### config.mk
export PLATFORM = sky130hd
export DESIGN_NAME = rev_alu_seq
export DESIGN_NICKNAME = d
export VERILOG_FILES = /design/src/rtl/rev_alu_pkg.sv /design/src/rtl/rev_adder_chain.sv /design/src/rtl/rev_dkg_gate.sv /design/src/rtl/rev_peres_gate.sv /design/src/rtl/rev_alu_seq.sv
export SDC_FILE = /design/constraint.sdc
export NUM_CORES = 1
export LEC_CHECK = 0
export CAP_MARGIN = 40
export CORE_UTILIZATION = 52
export CTS_CLUSTER_SIZE = 10
export DETAILED_ROUTE_END_ITERATION = 16
export GPL_ROUTABILITY_DRIVEN = 0
export MAX_ROUTING_LAYER = met4
export PLACE_DENSITY_LB_ADDON = 0.1
export RECOVER_POWER = 100
export SLEW_MARGIN = 0
export SYNTH_ARGS = -nofsm -noshare
export SYNTH_HDL_FRONTEND = slang
export SYNTH_SLANG_ARGS = --single-unit
### constraint.sdc
create_clock -name clk -period 5.1 [get_ports clk]
set_input_delay 0.51 -clock clk [delete_from_list [all_inputs] [get_ports clk]]
set_output_delay 0.51 -clock clk [all_outputs]
set_load 0.05 [all_outputs]
### src/rtl/rev_alu_pkg.sv
// Shared types for the registered reversible ALU: opcodes, FSM states, legality helper.
package rev_alu_pkg;

  typedef enum logic [3:0] {
    OP_ADD  = 4'd0,
    OP_SUB  = 4'd1,
    OP_AND  = 4'd2,
    OP_OR   = 4'd3,
    OP_XOR  = 4'd4,
    OP_XNOR = 4'd5,
    OP_NAND = 4'd6,
    OP_NOR  = 4'd7,
    OP_NOT  = 4'd8,
    OP_MUL  = 4'd9
  } op_e;

  typedef enum logic [1:0] {
    ST_IDLE = 2'd0,
    ST_EXEC = 2'd1,
    ST_MUL  = 2'd2,
    ST_DONE = 2'd3
  } state_e;

  localparam logic [3:0] OP_ILLEGAL_MIN = 4'd10;

  function automatic logic op_is_illegal(input logic [3:0] op);
    return op >= OP_ILLEGAL_MIN;
  endfunction

endpackage

### src/rtl/rev_adder_chain.sv
// WIDTH-bit reversible ripple chain: two Peres gates per bit for add, one DKG per bit for subtract.
module rev_adder_chain #(
  parameter int WIDTH = 4
) (
  input  logic             sub,
  input  logic [WIDTH-1:0] x,
  input  logic [WIDTH-1:0] y,
  input  logic             ci,
  output logic [WIDTH-1:0] s,
  output logic             co
);
  logic [WIDTH:0] c;

  assign c[0] = ci;

  for (genvar i = 0; i < WIDTH; i++) begin : g_bit
    logic hs, hc, ps, pc, ds, dc;
    // Peres pair forms a full adder: first gives x^y and xy, second folds in the carry.
    rev_peres_gate u_p0 (.a(x[i]), .b(y[i]), .c(1'b0), .q(hs), .r(hc));
    rev_peres_gate u_p1 (.a(hs),   .b(c[i]), .c(hc),   .q(ps), .r(pc));
    rev_dkg_gate   u_dk (.mode(1'b1), .x(x[i]), .y(y[i]), .bi(c[i]), .d(ds), .bo(dc));
    assign s[i]   = sub ? ds : ps;
    assign c[i+1] = sub ? dc : pc;
  end

  assign co = c[WIDTH];
endmodule

### src/rtl/rev_dkg_gate.sv
// DKG gate (4x4 reversible): mode=0 behaves as a full adder, mode=1 as a full subtractor x-y-bi.
module rev_dkg_gate (
  input  logic mode,
  input  logic x,
  input  logic y,
  input  logic bi,
  output logic d,
  output logic bo
);
  assign d  = x ^ y ^ bi;
  assign bo = mode ? ((~x & y) | (~(x ^ y) & bi))
                   : ((x & y) | ((x ^ y) & bi));
endmodule

### src/rtl/rev_peres_gate.sv
// Peres gate (3x3 reversible): P=A passes through, Q=A^B, R=AB^C.
module rev_peres_gate (
  input  logic a,
  input  logic b,
  input  logic c,
  output logic q,
  output logic r
);
  assign q = a ^ b;
  assign r = (a & b) ^ c;
endmodule

### src/rtl/rev_alu_seq.sv
// Registered reversible ALU: one op per valid/ready transaction, result held until accepted.
// Define REV_ALU_MUL_EN to build the iterative shift-add multiplier (opcode 9); otherwise 9 is illegal.
module rev_alu_seq
  import rev_alu_pkg::*;
#(
  parameter int WIDTH = 4
) (
  input  logic               clk,
  input  logic               rst_n,
  input  logic               in_valid,
  output logic               in_ready,
  input  logic [3:0]         op,
  input  logic [WIDTH-1:0]   a,
  input  logic [WIDTH-1:0]   b,
  input  logic               cin,
  output logic               out_valid,
  input  logic               out_ready,
  output logic [2*WIDTH-1:0] result,
  output logic               flag_c,
  output logic               flag_z,
  output logic               op_err
);
  localparam int RW = 2 * WIDTH;

  state_e           state_q, state_d;
  logic             in_ready_q, in_ready_d;
  logic             ov_q, ov_d;
  logic [WIDTH-1:0] a_q, a_d, b_q, b_d;
  logic             cin_q, cin_d;
  logic [3:0]       op_q, op_d;
  logic [RW-1:0]    result_q, result_d;
  logic             fc_q, fc_d, fz_q, fz_d, err_q, err_d;

`ifdef REV_ALU_MUL_EN
  localparam int            CW      = $clog2(WIDTH + 1);
  localparam logic [CW-1:0] CNT_END = CW'(WIDTH);
  logic [RW-1:0] acc_q, acc_d;
  logic [CW-1:0] cnt_q, cnt_d;
`endif

  logic             add_sub, add_ci, add_co;
  logic [WIDTH-1:0] add_x, add_y, add_s;
  logic [RW-1:0]    exec_res;
  logic             exec_c, exec_err;

  always_comb begin
    add_x   = a_q;
    add_y   = b_q;
    add_ci  = cin_q;
    add_sub = (op_q == OP_SUB);
`ifdef REV_ALU_MUL_EN
    if (state_q == ST_MUL) begin
      add_x   = acc_q[RW-1:WIDTH];
      add_ci  = 1'b0;
      add_sub = 1'b0;
    end
`endif
  end

  rev_adder_chain #(.WIDTH(WIDTH)) u_chain (
    .sub(add_sub), .x(add_x), .y(add_y), .ci(add_ci), .s(add_s), .co(add_co)
  );

  always_comb begin
    exec_res = '0;
    exec_c   = 1'b0;
    exec_err = op_is_illegal(op_q);
    case (op_q)
      OP_ADD, OP_SUB: begin
        exec_res[WIDTH-1:0] = add_s;
        exec_c              = add_co;
      end
      OP_AND:  exec_res[WIDTH-1:0] = a_q & b_q;
      OP_OR:   exec_res[WIDTH-1:0] = a_q | b_q;
      OP_XOR:  exec_res[WIDTH-1:0] = a_q ^ b_q;
      OP_XNOR: exec_res[WIDTH-1:0] = ~(a_q ^ b_q);
      OP_NAND: exec_res[WIDTH-1:0] = ~(a_q & b_q);
      OP_NOR:  exec_res[WIDTH-1:0] = ~(a_q | b_q);
      OP_NOT:  exec_res[WIDTH-1:0] = ~a_q;
      default: exec_err = 1'b1;
    endcase
  end

  always_comb begin
    state_d  = state_q;
    ov_d     = ov_q;
    a_d      = a_q;
    b_d      = b_q;
    cin_d    = cin_q;
    op_d     = op_q;
    result_d = result_q;
    fc_d     = fc_q;
    fz_d     = fz_q;
    err_d    = err_q;
`ifdef REV_ALU_MUL_EN
    acc_d    = acc_q;
    cnt_d    = cnt_q;
`endif
    case (state_q)
      ST_IDLE: if (in_valid) begin
        a_d     = a;
        b_d     = b;
        cin_d   = cin;
        op_d    = op;
        state_d = ST_EXEC;
`ifdef REV_ALU_MUL_EN
        acc_d = '0;
        cnt_d = '0;
        if (op == OP_MUL) state_d = ST_MUL;
`endif
      end
      ST_EXEC: begin
        result_d = exec_res;
        fc_d     = exec_c;
        fz_d     = (exec_res == '0);
        err_d    = exec_err;
        state_d  = ST_DONE;
      end
`ifdef REV_ALU_MUL_EN
      ST_MUL: if (cnt_q == CNT_END) begin
        result_d = acc_q;
        fc_d     = 1'b0;
        fz_d     = (acc_q == '0);
        err_d    = 1'b0;
        state_d  = ST_DONE;
      end else begin
        // Adding b into the top half then shifting right is the same as adding b<<count.
        acc_d = a_q[0] ? {add_co, add_s, acc_q[WIDTH-1:1]} : {1'b0, acc_q[RW-1:1]};
        a_d   = a_q >> 1;
        cnt_d = cnt_q + CW'(1);
      end
`endif
      ST_DONE: begin
        // out_valid trails the result registers by one edge, so data is settled when offered.
        ov_d = 1'b1;
        if (ov_q && out_ready) begin
          ov_d    = 1'b0;
          state_d = ST_IDLE;
        end
      end
      default: state_d = ST_IDLE;
    endcase
    in_ready_d = (state_d == ST_IDLE);
  end

  always_ff @(posedge clk or negedge rst_n) begin
    if (!rst_n) begin
      state_q    <= ST_IDLE;
      in_ready_q <= 1'b1;
      ov_q       <= 1'b0;
      a_q        <= '0;
      b_q        <= '0;
      cin_q      <= 1'b0;
      op_q       <= '0;
      result_q   <= '0;
      fc_q       <= 1'b0;
      fz_q       <= 1'b0;
      err_q      <= 1'b0;
`ifdef REV_ALU_MUL_EN
      acc_q      <= '0;
      cnt_q      <= '0;
`endif
    end else begin
      state_q    <= state_d;
      in_ready_q <= in_ready_d;
      ov_q       <= ov_d;
      a_q        <= a_d;
      b_q        <= b_d;
      cin_q      <= cin_d;
      op_q       <= op_d;
      result_q   <= result_d;
      fc_q       <= fc_d;
      fz_q       <= fz_d;
      err_q      <= err_d;
`ifdef REV_ALU_MUL_EN
      acc_q      <= acc_d;
      cnt_q      <= cnt_d;
`endif
    end
  end

  assign in_ready  = in_ready_q;
  assign out_valid = ov_q;
  assign result    = result_q;
  assign flag_c    = fc_q;
  assign flag_z    = fz_q;
  assign op_err    = err_q;

endmodule

## Word level (Yosys, flattened, before mapping)

Cells that the tools add are included.

| storage, ports and cells | value |
|---|---|
| register bits after elaboration | 24 |
| bits in latches | 0 |
| bits in writable memories | 0 |
| ROM bits | 0 |
| bits of input ports | 17 |
| output and inout bits | 13 |
| memories kept | 0 |

| cells by class | value |
|---|---|
| $add $sub $neg | 0 |
| multipliers | 0 |
| div/mod/pow operators | 0 |
| $lt $le $gt $ge | 1 |
| eq/ne operators | 10 |
| shift-type cells | 0 |
| multiplexer cells | 11 |
| bitwise logic cells | 47 |
| reductions and logical operators | 8 |

Operators by type and width:

| operator | number |
|---|---|
| $pmux W4 S8 | 1 |
| $and A1 B1 Y1 | 16 |
| $eq A4 B3 Y1 const B | 4 |
| $not A4 Y4 | 4 |
| $xor A1 B1 Y1 | 12 |
| $reduce_or A9 Y1 | 1 |
| $eq A4 B2 Y1 const B | 2 |
| $logic_not A8 Y1 | 1 |
| $not A1 Y1 | 8 |
| $mux W1 | 7 |
| $pmux W2 S3 | 1 |
| $and A4 B4 Y4 | 1 |
| $eq A4 B1 Y1 const B | 1 |
| $eq A4 B4 Y1 const B | 1 |
| $ge A4 B4 Y1 const B | 1 |
| $logic_not A2 Y1 | 2 |
| $logic_not A4 Y1 | 1 |
| $mux W2 | 2 |
| $or A1 B1 Y1 | 4 |
| $or A4 B4 Y4 | 1 |
| $xor A4 B4 Y4 | 1 |
| $eq A2 B1 Y1 const B | 1 |
| $eq A2 B2 Y1 const B | 1 |
| $reduce_and A2 Y1 | 1 |
| other kinds (2) | 2 |

## Depth between registers and ports, before layout

| depth | value |
|---|---|
| depth in word-level cells | 15 |
| depth in mapped cells | 15 |
| depth with buffers taken out | 13 |

## Cells and area by module

A second synthesis with hierarchy kept.

| unflattened totals | value |
|---|---|
| cell total of the unflattened synthesis | 192 |
| area, all modules | 1964.4 um^2 |

By module, submodules not included:

| module | times used | cells each | area each (um^2) |
|---|---|---|---|
| rev_alu_seq | 1 | 145 | 1405.1 |
| rev_dkg_gate | 4 | 5 | 62.6 |
| rev_peres_gate | 8 | 2 | 21.3 |
| rev_adder_chain | 1 | 11 | 138.9 |

## Worst setup path after synthesis

Ideal clock, no wire load.

| path | value |
|---|---|
| path kind | reg-to-reg |
| from | register op_q[1] |
| to | register result_q[3] (netlist: result[3]) |
| library setup time | 125 ps |
| data arrival time | 4105 ps |
| data required time | 4975 ps |
| slack | 870 ps |
| cell stages (with the launch flop) | 16 |
| path buffers | 2 |
| period minus slack after synthesis | 4230 ps |
| cell sequence | dfrtp_1 buf_4 buf_2 nor3_1 and2_1 mux2_2 fa_1 mux2_2 fa_1 mux2_2 fa_1 nor2b_1 a211oi_1 a31oi_1 o22ai_1 mux2_2 |

| on the way | value |
|---|---|
| word-level cells in the longest chain between the ends | 10 |

RTL lines:

| item | line | source |
|---|---|---|
| start: declaration | rev_alu_seq.sv:30 | `logic [3:0] op_q, op_d;` |
| start signal: assignment | rev_alu_seq.sv:170 | `op_q <= op_d;` |
| $eq A4 B1 Y1 | rev_alu_seq.sv:50, rev_alu_seq.sv:68 |  |
| $mux W1 | rev_adder_chain.sv:23 | `assign c[i+1] = sub ? dc : pc;` |
| $and A1 B1 Y1 (on tied branches) | rev_peres_gate.sv:10, rev_dkg_gate.sv:11 |  |
| $xor A1 B1 Y1 / $or A1 B1 Y1 (equally long branches) | rev_peres_gate.sv:10, rev_dkg_gate.sv:11 |  |
| $mux W1 | rev_adder_chain.sv:23 |  |
| $and A1 B1 Y1 (on tied branches) | rev_peres_gate.sv:10, rev_dkg_gate.sv:11 |  |
| $xor A1 B1 Y1 / $or A1 B1 Y1 (equally long branches) | rev_peres_gate.sv:10, rev_dkg_gate.sv:11 |  |
| $mux W1 | rev_adder_chain.sv:23 |  |
| $xor A1 B1 Y1 | rev_dkg_gate.sv:10, rev_peres_gate.sv:9 |  |
| $pmux W4 S8 * | rev_alu_seq.sv:68 | `case (op_q)` |
| end signal: assignment | rev_alu_seq.sv:171 | `result_q <= result_d;` |
| end: declaration | rev_alu_seq.sv:31 | `logic [RW-1:0] result_q, result_d;` |

Every way passes the cells marked *; elsewhere a longest branch is shown, timed or not.
A chain may end at the register's enable or synchronous reset.

## Final worst setup path

Ends and elaborated chain as after synthesis.

==> metrics.txt <==
status finished with violations; failing checks DRC; Reg2Reg Depth 13; Worst Clk Skew 0.00626 ns; final worst path period need 4.59 ns; core area 2830 um2; Syn Area/Cell 9.80 um2; post-synth cell types 42; Max Root-Sink Buffers 2; Post-Syn Area 1590 um2; ant diodes 0; clk_lat worst skew 0.31 ns; Crit Reg-Reg Startpoint op_q[1]; finished layout cell area 1870 um2; num ports 30; Synth async-reset ratio 100%; die height 57.3 um; Max Clock Freq 0.218 GHz; Worst slew margin 38.9%; Setup violations, final 0; reg-to-reg critical path endpoint result[3]; RSZ-0062 raised after global routing false; Post-synth EDFFs 0; Post-CTS Setup Bufs 0; grt total ovfl 0; Seq/Total Area, Yosys 37.9%; dominant synthesized flop cell dfrtp_1; Rows 19; hold path endpoint op_err; clock slew at reported path FFs 0.14 ns; Comb pwr share 59.2%; full die area 3280 um2; Leakage Power 0.000816 uW; Post-CTS Hold Buffers 0; CP required 5.36 ns; WHS Path Cells 2; VDD IR max 0.400 mV; setup slack, reg-to-reg 0.51 ns; FF+latch count, synth 24; Flop pwr share 30.3%; Worst setup EP type register; Resized Gates After CTS 0; DR WL/cell 13.3 um; first-pass GRT wire length 5060 um; max_cap viols 0; Area growth, synth to finish 18.0%; total iterations of the first detailed-routing run 10; Final Instance Count excl. Fillers 215; initial DRC count 25; Setup CP Type reg -> reg; final hold violations 0; Residual DRC 2; vias 1,176; CTS tree done; initial core utilization 56.1%; Hold Startpoint op_err; Layout Nets 218; All-Layer GR Usage 20.4%; Net Sw Frac 47.7%; Final period util 90.1%; vias in the first global route 1,109; number of antenna violations at the first check in global routing 0; share of cells above drive strength 1 7.61%; CP Launch Type register; Power Dens Cells 704 nW/um2; Worst-Margin Slew 0.917 ns; Critical Path Fanout Max 18; dpl ws 0.657 ns; clock network power share 10.5%; crit path DAT 4.86 ns; class of the worst hold path reg -> reg; number of H-tree levels 1; Placed Area 1840 um2; setup TNS 0 ns; wirelength, routed 2870 um; Pint 690 uW; Syn. warnings 0; fin. max-slew vios 0; port bufs 25; final worst setup slack 0.505 ns; Num CTS Buffers 3; vias per inst 5.47; largest net degree at the start of global routing 25; root buf cell clkbuf_4; hold slack 0.487 ns; Detailed Place HPWL 2210 um; Detail Route Antenna Nets 0; clk sinks 24; sw power 629 uW; Synth Instances 162; Die X 57.3 um; placed insts 211
logic make-up (layout without fill, tap and decap cells):
kind of cell,after synthesis,count (layout),share of synthesized area [%]
adders and majority gates,16,16,16.4
muxes,9,9,6.30
AOI/OAI and AO/OA,37,37,15.7
xor gates and xnor gates,2,2,1.10
buffers and inverters,27,46,8.27
DFF,24,24,37.9
other,1,4,0.236
and+or+nand+nor,46,46,14.1
through the flow:
| stage | util, % | power, uW |
|---|---|---|
| detailed placement | 64.9 | 1210 |
| floorplan | - | 1020 |
| CTS | 66.7 | 1350 |
| global route | 66.2 | 1450 |
| finish | 66.2 | 1320 |
| global placement | 64.4 | 1190 |
how the worst max path moves through the flow:
| stage | endpoint | from | slack [ns] |
|---|---|---|---|
| finish | result[3] | op_q[1] | 0.51 |
| global route | result[3] | op_q[1] | 0.21 |
| CTS | result[3] | op_q[1] | 0.64 |
| detailed placement | result[3] | op_q[1] | 0.66 |
| global placement | result[3] | op_q[1] | 0.77 |
| floorplan | result[3] | op_q[1] | 0.87 |
power groups by stage:
| stage | Combinational [uW] | Sequential (uW) | Clock [uW] |
|---|---|---|---|
| floorplan | 562 | 461 | 0 |
| global placement | 791 | 401 | 0 |
| detailed placement | 803 | 408 | 0 |
| CTS | 807 | 403 | 143 |
| global route | 877 | 422 | 150 |
| finish | 781 | 400 | 139 |
layout make-up:
cell class,count,area (um2)
clock buffer,3,22.5
clock inverter,1,30.0
fill,230,956
inverter,15,56.3
multi-input combinational,114,866
sequential,24,602
tap,31,38.8
timing repair buffer,27,258
critical path, cell delays in order (launching register included):
cell and delay [ns]:
dfrtp_1 0.58, nor3_1 0.41, and2_0 0.28, mux2_1 0.41, fa_1 0.42, mux2_1 0.37, fa_1 0.43, mux2_2 0.32
fa_1 0.46, nor2b_1 0.13, a211oi_1 0.23, a31oi_1 0.06, o22ai_1 0.24, mux2_2 0.20
metal layers:
layer	global-route usage (%)	part of all wire, %
met1	27.0	46
met5	-	0
met3	2.27	3.9
met2	34.3	49
met4	4.18	0.56
cell usage in the layout (no fill, tap or decap), types with 2 or more instances in the layout:
cell type,instances
mux2_1,2
o22ai_1,3
fa_1,8
nor2_1,3
a21oi_1,4
nand2_1,21
dlygate4sd3_1,12
or3_1,2
a21boi_0,2
and2_0,2
clkdlybuf4s50_1,13
nor2b_1,5
conb_1,4
nand2b_1,4
inv_1,15
a31oi_1,2
nor3_1,3
clkbuf_1,2
clkbuf_4,3
dfrtp_1,23
o21ai_0,14
nand3_1,2
mux2_2,6
ha_1,8
nand3b_1,2
cell usage after synthesis (2+ instances only):
cell | instances | area [um2]
dfrtp_1 | 23 | 576
nand2_1 | 21 | 78.8
inv_1 | 15 | 56.3
o21ai_0 | 14 | 70.1
fa_1 | 8 | 160
ha_1 | 8 | 100
mux2_2 | 8 | 90.1
buf_4 | 5 | 37.5
nor2b_1 | 5 | 31.3
a21oi_1 | 4 | 20.0
nand2b_1 | 4 | 25.0
buf_2 | 3 | 15.0
clkbuf_1 | 3 | 11.3
nor2_1 | 3 | 11.3
nor3_1 | 3 | 15.0
o22ai_1 | 3 | 18.8
a21boi_0 | 2 | 15.0
a31oi_1 | 2 | 12.5
and2_1 | 2 | 12.5
nand3_1 | 2 | 10.0
nand3b_1 | 2 | 15.0
or3_1 | 2 | 12.5
sequential cells by signal, summed over array words and instances (netlist names):
register	count
a_q	4
add_ci	1
add_y	4
flag_c	1
flag_z	1
in_ready	1
op_err	1
op_q	4
out_valid	1
result	4
state_q	2
(Power assumes the default switching activity.)
